--- config.mk ---
export PLATFORM = sky130hd
export DESIGN_NAME = mips_multicycle_control
export DESIGN_NICKNAME = d
export VERILOG_FILES = /design/src/rtl/mips_ctrl_pkg.sv /design/src/rtl/mips_multicycle_control.sv
export SDC_FILE = /design/constraint.sdc
export NUM_CORES = 1
export LEC_CHECK = 0
export CORE_MARGIN = 2
export CORE_UTILIZATION = 41
export DETAILED_ROUTE_END_ITERATION = 10
export GPL_TIMING_DRIVEN = 0
export PLACE_DENSITY = 0.76
export SYNTH_ARGS = -nofsm -noshare
export SYNTH_HDL_FRONTEND = slang
export SYNTH_SLANG_ARGS = --single-unit
--- constraint.sdc ---
create_clock -name clk -period 2.2 [get_ports clk]
set_clock_uncertainty 0.15 [all_clocks]
set_input_delay 0.66 -clock clk [delete_from_list [all_inputs] [get_ports clk]]
set_output_delay 0.66 -clock clk [all_outputs]
set_load 0.005 [all_outputs]
--- src/rtl/mips_ctrl_pkg.sv ---
// Shared encodings for the multicycle MIPS control path: opcodes, ALU op codes
// driven to the ALU control decoder, and main FSM state encodings.
package mips_ctrl_pkg;

    localparam logic [5:0] OP_RTYPE = 6'b000000;
    localparam logic [5:0] OP_LW    = 6'b100011;
    localparam logic [5:0] OP_SW    = 6'b101011;
    localparam logic [5:0] OP_BEQ   = 6'b000100;
    localparam logic [5:0] OP_J     = 6'b000010;
    localparam logic [5:0] OP_ADDI  = 6'b001000;
    localparam logic [5:0] OP_ANDI  = 6'b001100;
    localparam logic [5:0] OP_ORI   = 6'b001101;
    localparam logic [5:0] OP_SLTI  = 6'b001010;

    localparam logic [2:0] ALUOP_ADD   = 3'b000;
    localparam logic [2:0] ALUOP_SUB   = 3'b001;
    localparam logic [2:0] ALUOP_RTYPE = 3'b010;
    localparam logic [2:0] ALUOP_AND   = 3'b011;
    localparam logic [2:0] ALUOP_OR    = 3'b100;
    localparam logic [2:0] ALUOP_SLT   = 3'b101;

    typedef enum logic [3:0] {
        ST_RESET    = 4'd0,
        ST_FETCH    = 4'd1,
        ST_DECODE   = 4'd2,
        ST_MEM_ADDR = 4'd3,
        ST_MEM_RD   = 4'd4,
        ST_MEM_WB   = 4'd5,
        ST_MEM_WR   = 4'd6,
        ST_R_EXEC   = 4'd7,
        ST_R_WB     = 4'd8,
        ST_I_EXEC   = 4'd9,
        ST_I_WB     = 4'd10,
        ST_BEQ      = 4'd11,
        ST_JUMP     = 4'd12
    } state_t;

    function automatic logic [2:0] itype_alu_op(input logic [5:0] op);
        case (op)
            OP_ANDI: return ALUOP_AND;
            OP_ORI:  return ALUOP_OR;
            OP_SLTI: return ALUOP_SLT;
            default: return ALUOP_ADD;
        endcase
    endfunction

endpackage

--- src/rtl/mips_multicycle_control.sv ---
// Main control FSM for the multicycle MIPS datapath.
//   state    | meaning
//   RESET    | idle after reset, advances to FETCH
//   FETCH    | read instruction at PC, PC <= PC+4 (holds on mem wait)
//   DECODE   | read registers, precompute branch target
//   MEM_ADDR | compute lw/sw effective address
//   MEM_RD   | load data read (holds on mem wait)
//   MEM_WB   | write loaded data to rt
//   MEM_WR   | store data write (holds on mem wait)
//   R_EXEC   | R-type ALU operation
//   R_WB     | write ALU result to rd
//   I_EXEC   | immediate ALU operation
//   I_WB     | write ALU result to rt
//   BEQ      | compare and conditionally branch
//   JUMP     | load jump target
module mips_multicycle_control
    import mips_ctrl_pkg::*;
#(
    parameter bit MEM_WAIT_EN = 1'b1
) (
    input  logic       clk,
    input  logic       rst_n,
    input  logic [5:0] opcode,
    input  logic       mem_ready,
    output logic       pc_write,
    output logic       pc_write_cond,
    output logic       i_or_d,
    output logic       mem_read,
    output logic       mem_write,
    output logic       ir_write,
    output logic       mem_to_reg,
    output logic       reg_dst,
    output logic       reg_write,
    output logic       alu_src_a,
    output logic [1:0] alu_src_b,
    output logic [1:0] pc_source,
    output logic [2:0] alu_operation,
    output logic       illegal_op,
    output logic [3:0] state_dbg
);

    state_t     state, state_nxt;
    logic       mem_ok;
    logic       decode_illegal;
    logic [2:0] i_alu_op;

    assign mem_ok    = !MEM_WAIT_EN || mem_ready;
    assign state_dbg = state;

    always_comb begin
        state_nxt      = ST_FETCH;
        decode_illegal = 1'b0;
        case (state)
            ST_RESET:    state_nxt = ST_FETCH;
            ST_FETCH:    state_nxt = mem_ok ? ST_DECODE : ST_FETCH;
            ST_DECODE: begin
                case (opcode)
                    OP_LW, OP_SW:                        state_nxt = ST_MEM_ADDR;
                    OP_RTYPE:                            state_nxt = ST_R_EXEC;
                    OP_BEQ:                              state_nxt = ST_BEQ;
                    OP_J:                                state_nxt = ST_JUMP;
                    OP_ADDI, OP_ANDI, OP_ORI, OP_SLTI:   state_nxt = ST_I_EXEC;
                    default: begin
                        state_nxt      = ST_FETCH;
                        decode_illegal = 1'b1;
                    end
                endcase
            end
            ST_MEM_ADDR: state_nxt = (opcode == OP_SW) ? ST_MEM_WR : ST_MEM_RD;
            ST_MEM_RD:   state_nxt = mem_ok ? ST_MEM_WB : ST_MEM_RD;
            ST_MEM_WB:   state_nxt = ST_FETCH;
            ST_MEM_WR:   state_nxt = mem_ok ? ST_FETCH : ST_MEM_WR;
            ST_R_EXEC:   state_nxt = ST_R_WB;
            ST_I_EXEC:   state_nxt = ST_I_WB;
            default:     state_nxt = ST_FETCH;
        endcase
    end

    // Immediate ALU op is captured in DECODE so I_EXEC ignores later IR changes.
    always_ff @(posedge clk or negedge rst_n) begin
        if (!rst_n) begin
            state      <= ST_RESET;
            illegal_op <= 1'b0;
            i_alu_op   <= ALUOP_ADD;
        end else begin
            state      <= state_nxt;
            illegal_op <= decode_illegal;
            if (state == ST_DECODE)
                i_alu_op <= itype_alu_op(opcode);
        end
    end

    always_comb begin
        pc_write      = 1'b0;
        pc_write_cond = 1'b0;
        i_or_d        = 1'b0;
        mem_read      = 1'b0;
        mem_write     = 1'b0;
        ir_write      = 1'b0;
        mem_to_reg    = 1'b0;
        reg_dst       = 1'b0;
        reg_write     = 1'b0;
        alu_src_a     = 1'b0;
        alu_src_b     = 2'b00;
        pc_source     = 2'b00;
        alu_operation = ALUOP_ADD;
        case (state)
            ST_FETCH: begin
                mem_read  = 1'b1;
                ir_write  = mem_ok;
                pc_write  = mem_ok;
                alu_src_b = 2'b01;
            end
            ST_DECODE:   alu_src_b = 2'b11;
            ST_MEM_ADDR: begin
                alu_src_a = 1'b1;
                alu_src_b = 2'b10;
            end
            ST_MEM_RD: begin
                mem_read = 1'b1;
                i_or_d   = 1'b1;
            end
            ST_MEM_WB: begin
                reg_write  = 1'b1;
                mem_to_reg = 1'b1;
            end
            ST_MEM_WR: begin
                mem_write = 1'b1;
                i_or_d    = 1'b1;
            end
            ST_R_EXEC: begin
                alu_src_a     = 1'b1;
                alu_operation = ALUOP_RTYPE;
            end
            ST_R_WB: begin
                reg_write = 1'b1;
                reg_dst   = 1'b1;
            end
            ST_I_EXEC: begin
                alu_src_a     = 1'b1;
                alu_src_b     = 2'b10;
                alu_operation = i_alu_op;
            end
            ST_I_WB:     reg_write = 1'b1;
            ST_BEQ: begin
                alu_src_a     = 1'b1;
                alu_operation = ALUOP_SUB;
                pc_write_cond = 1'b1;
                pc_source     = 2'b01;
            end
            ST_JUMP: begin
                pc_write  = 1'b1;
                pc_source = 2'b10;
            end
            default: ;
        endcase
    end

endmodule

; ---- After elaboration in Yosys (flattened, before gate mapping)
; Index checks and enable logic that the tools add are counted.
[word_totals]
elab_cells = 54
inputBits = 9
register_bits = 8
out_inout_bits = 22
[classes]
n_eq_ne = 20
muxes = 22
reduce_logical = 9
[op_table]
columns = op, count
row1 = 4-bit one-hot mux with 7 select lines, 1
row2 = "6-bit by 4-bit equality test with 1-bit output, second input constant", 4
row3 = "4-bit equality test, second input constant", 5
row4 = 4-bit one-hot mux with 5 select lines, 1
row5 = 3-bit one-hot mux with 3 select lines, 2
row6 = "4-bit by 3-bit equality test with 1-bit output, second input constant", 4
row7 = "6-bit equality test, second input constant", 2
row8 = 1-bit 2-to-1 mux, 12
row9 = 9-bit OR reduction, 1
row10 = "4-bit by 2-bit equality test with 1-bit output, second input constant", 2
row11 = 2-bit OR reduction, 4
row12 = 4-bit OR reduction, 2
row13 = "6-bit by 2-bit equality test with 1-bit output, second input constant", 1
row14 = "6-bit by 3-bit equality test with 1-bit output, second input constant", 1
row15 = 6-bit zero test, 1
row16 = 2-bit one-hot mux with 3 select lines, 1
row17 = "4-bit by 1-bit equality test with 1-bit output, second input constant", 1
row18 = 2-bit 2-to-1 mux, 2
row19 = 2-bit one-hot mux with 2 select lines, 1
row20 = 3-bit 2-to-1 mux, 1
row21 = 3-bit OR reduction, 1
row22 = 1-bit one-hot mux with 2 select lines, 1

; ---- Depth between registers and ports, before layout
[depth]
ltp_word = 4
depth_mapped = 5
mapped_depth_nobuf = 3

; ---- Worst setup path after synthesis
; No wires, ideal clock.
[synth_timing]
path_type = register to output
start = reg state[2], in the netlist state_dbg[2]
end = out alu_operation[1]
path_stages_with_launch = 4
slack_ns = 0.142
t_arrival_ns = 1.248
required_ns = 1.390
n_path_buf = 0
path_cell_list = dfrtp_1 > nand2b_1 > or3b_2 > a21boi_1
[synth_via]
elab_chain_cells = 2
word_cells_on_any_way = 4
classes_between = 3 x eq/ne / 1 x mux
[synth_lines]
columns = item, line_no
row1 = start: declaration, mips_multicycle_control.sv:42  ; state_t state, state_nxt;
row2 = start signal: assignment, mips_multicycle_control.sv:86  ; state <= state_nxt;
row3 = 4-bit equality test / 4-bit by 3-bit equality test with 1-bit output (equally long branches), mips_multicycle_control.sv:107  ; case (state)
row4 = 3-bit one-hot mux with 3 select lines *, mips_multicycle_control.sv:107
row5 = end: declaration, mips_multicycle_control.sv:37  ; output logic [2:0] alu_operation,
; Every way passes the cells marked *; elsewhere a longest branch is shown, timed or not.

; ---- Worst setup path after layout
[layout_timing]
start = reg state[2], in the netlist state_dbg[2]
end = out pc_write
[layout_via]
elab_chain_cells = 2
word_cells_on_any_way = 3
classes_between = 2 x eq/ne / 1 x mux
[layout_lines]
columns = item, line_no
row1 = 4-bit equality test / 4-bit by 1-bit equality test with 1-bit output (equally long branches), mips_multicycle_control.sv:107
row2 = 1-bit one-hot mux with 2 select lines *, mips_multicycle_control.sv:107
row3 = end: declaration, mips_multicycle_control.sv:25  ; output logic pc_write,
; Marks and branches as above.

==> flow_summary.toml <==
[setup_path]
start_kind = "flip-flop"
cp-end-kind = "output pin"
crit_required_ns = 1.39
crit_path_max_fanout = 8
r2r_slack_ns = 0.33
critPathKind = "reg -> out"
arrival_ns = 1.52

[finish]
drive_gt1_share_pct = 44.30
final_cell_area_um2 = 1326
syn_to_final_growth_pct = 80.89
final_util_pct = 77.66
fillCellCount = 129
final_common_cell = "buf_4"
multiInputGateArea_um2 = 538.0
final_nets = 160
fin_cells = 174
antennaDiodeCount = 0
regArea_um2 = 201.4
final_cell_mix = "buf_4 (20), nor2_1 (9), buf_2 (9)"

[flow_run]
maxCapViolCount = 0

[placement]
placedCellCount = 147
post_dp_cell_area_um2 = 1035
numPortBuffers = 27
post-place-ws_ns = -0.6817
gp_congestion = 0.8173
hpwl_um = 1464

[cts]
clkSlewWorstSetupHoldPaths_ns = 0.06
hold_buffers = 0
clock_path_buffers = 2
htree_num_levels = 1
cts-root-buf = "clkbuf_4"
clk_latency_ns = 0.27
cts_sinks = 8
cts_buffers = 3
cts_tree = "built"

[timing]
slew_headroom_pct = 72.61
hold_viol_final = 0
rsz0062_at_grt = "yes"
fin_crit_ns = 2.333
slew_violations = 0
finalSetupViolCount = 7
fin_crit_sh_pct = 106.1
maxClockFrequency_mhz = 428.6
holdWs_ns = 0.3360
timing.setup.tns_ns = -0.4410
max_slew.worst_pin.slew_ns = 0.4109
layout_setup_ws_ns = -0.1333

[yosys]
ys_ff_latch = 8
syn_inst = 95
syn_nets = 104
yosysTopAreaCell = "dfrtp_1"
synth_area_leaders = "dfrtp_1 (27%), nor2_1 (5.6%), a21oi_1 (4.8%)"
avgSynthCellArea_um2 = 7.718
yosysSeqAreaShare_pct = 27.30
synth.distinct_cells = 39
ys_warn_count = 0
syn_area_um2 = 733.2
synth_top_area_share_pct = 27.30

[power]
power_density_nw_per_um2 = 1320
ir_drop_mv = 0.6255
p_leak_nw = 0.6263
p_total_mw = 1.750

[floorplan]
die_w_um = 46.29
die_area_um2 = 2143
row_count = 15
fp.dieH_um = 46.29
coreArea_um2 = 1708
ioPinCount = 31
start_util_pct = 42.93

[routing]
ant_nets = 0
drcViolationCount = 0
drt-initial-drc-count = 33
via_count = 955
wl_per_cell_um = 15.91
vias_per_cell = 5.489
first_pass_iters = 4
routed_wl_um = 2769

[global_route]
grt_max_degree = 11
grt_pass1_wl_um = 3636
grt_overflow = 0
antenna_found_initial = 0
grt_pass1_vias = 802
grtUsageTotal_pct = 24.40

[min_path]
hp-class = "reg -> reg"

[status]
status = "finished with violations"
violations = "negative setup slack"
==> registers in the layout (all words and copies together), names as in the netlist <==
signal	count
illegal_op	1
state_dbg	4
i_alu_op	3
==> report_power, final <==
group | switching (mW) | internal (mW) | total (mW)
clock network | 0.0583 | 0.0630 | 0.121
registers | 0.0535 | 0.209 | 0.262
logic | 0.594 | 0.772 | 1.37
==> final cells by class <==
class | instances | area share, %
tap | 25 | 2.358
inverter | 3 | 0.8491
multi-input combinational | 73 | 40.57
sequential | 8 | 15.19
timing repair buffer | 51 | 31.23
buffer | 11 | 8.113
clock buffer | 3 | 1.698
==> cell usage after synthesis <==
master    count
or3b_2        1
or4_1         2
a211oi_1      1
a221o_1       1
buf_6         2
o31ai_1       1
a21boi_1      1
buf_1         1
nand4b_1      1
buf_4         1
xnor2_1       2
o211ai_1      2
nor4b_1       1
a21oi_1       7
o22ai_1       1
or4b_4        1
dfrtp_1       8
nand3b_1      4
o21bai_1      1
nor3_1        5
and3b_1       1
nor2_1       11
nand3_1       1
o21ai_0       5
a22o_1        1
nor3b_1       2
or4bb_1       1
nand2b_1      5
o41ai_2       1
buf_2         1
a311oi_1      1
mux2i_1       1
nand2_1       7
a21boi_0      1
inv_1         3
clkbuf_1      6
o32ai_1       1
and3_1        1
or3_1         1
==> kinds of logic (layout without fill, tap and decap cells) <==
| logic type | after synthesis | after routing | synth area share, % |
|---|---|---|---|
| mux | 1 | 1 | 1.365 |
| compound gates | 25 | 25 | 23.38 |
| flops | 8 | 8 | 27.30 |
| simple gates | 45 | 45 | 35.67 |
| xor+xnor | 2 | 2 | 2.390 |
| buf+inv | 14 | 68 | 9.896 |
==> routing by layer <==
| metal | part of all wire (%) | track usage [%] |
|---|---|---|
| met5 | 0 | 0 |
| met4 | 5.3 | 9.143 |
| met3 | 4.4 | 3.529 |
| met2 | 51 | 40.56 |
| met1 | 39 | 31.53 |
==> path summary, 6_finish.rpt <==
check | depth (start not counted) | end | from
max | 7 | pc_write | state_dbg[2]
min | 2 | i_alu_op[0] | i_alu_op[0]
max reg2reg | 5 | i_alu_op[1] | state_dbg[0]
min reg2reg | 2 | i_alu_op[0] | i_alu_op[0]
max in group asynchronous | 1 | state_dbg[3] | rst_n
min in group asynchronous | 1 | i_alu_op[1] | rst_n
==> critical path, cell delays in order, from the launching register on <==
cell,delay (ns)
dfrtp_1,0.42
buf_6,0.14
buf_6,0.12
nor2_4,0.10
buf_6,0.12
nand3_2,0.08
a21oi_2,0.15
buf_2,0.13
==> timing repair <==
action / 4_1_cts / 5_1_grt
cloned: 0 / 0
gates resized for setup: 72 / 27
pin swaps: 6 / 7
buffers inserted: 17 / 7
setup endpoints to repair: 17 / 14
Note: power is estimated with default switching activity, not from simulation.
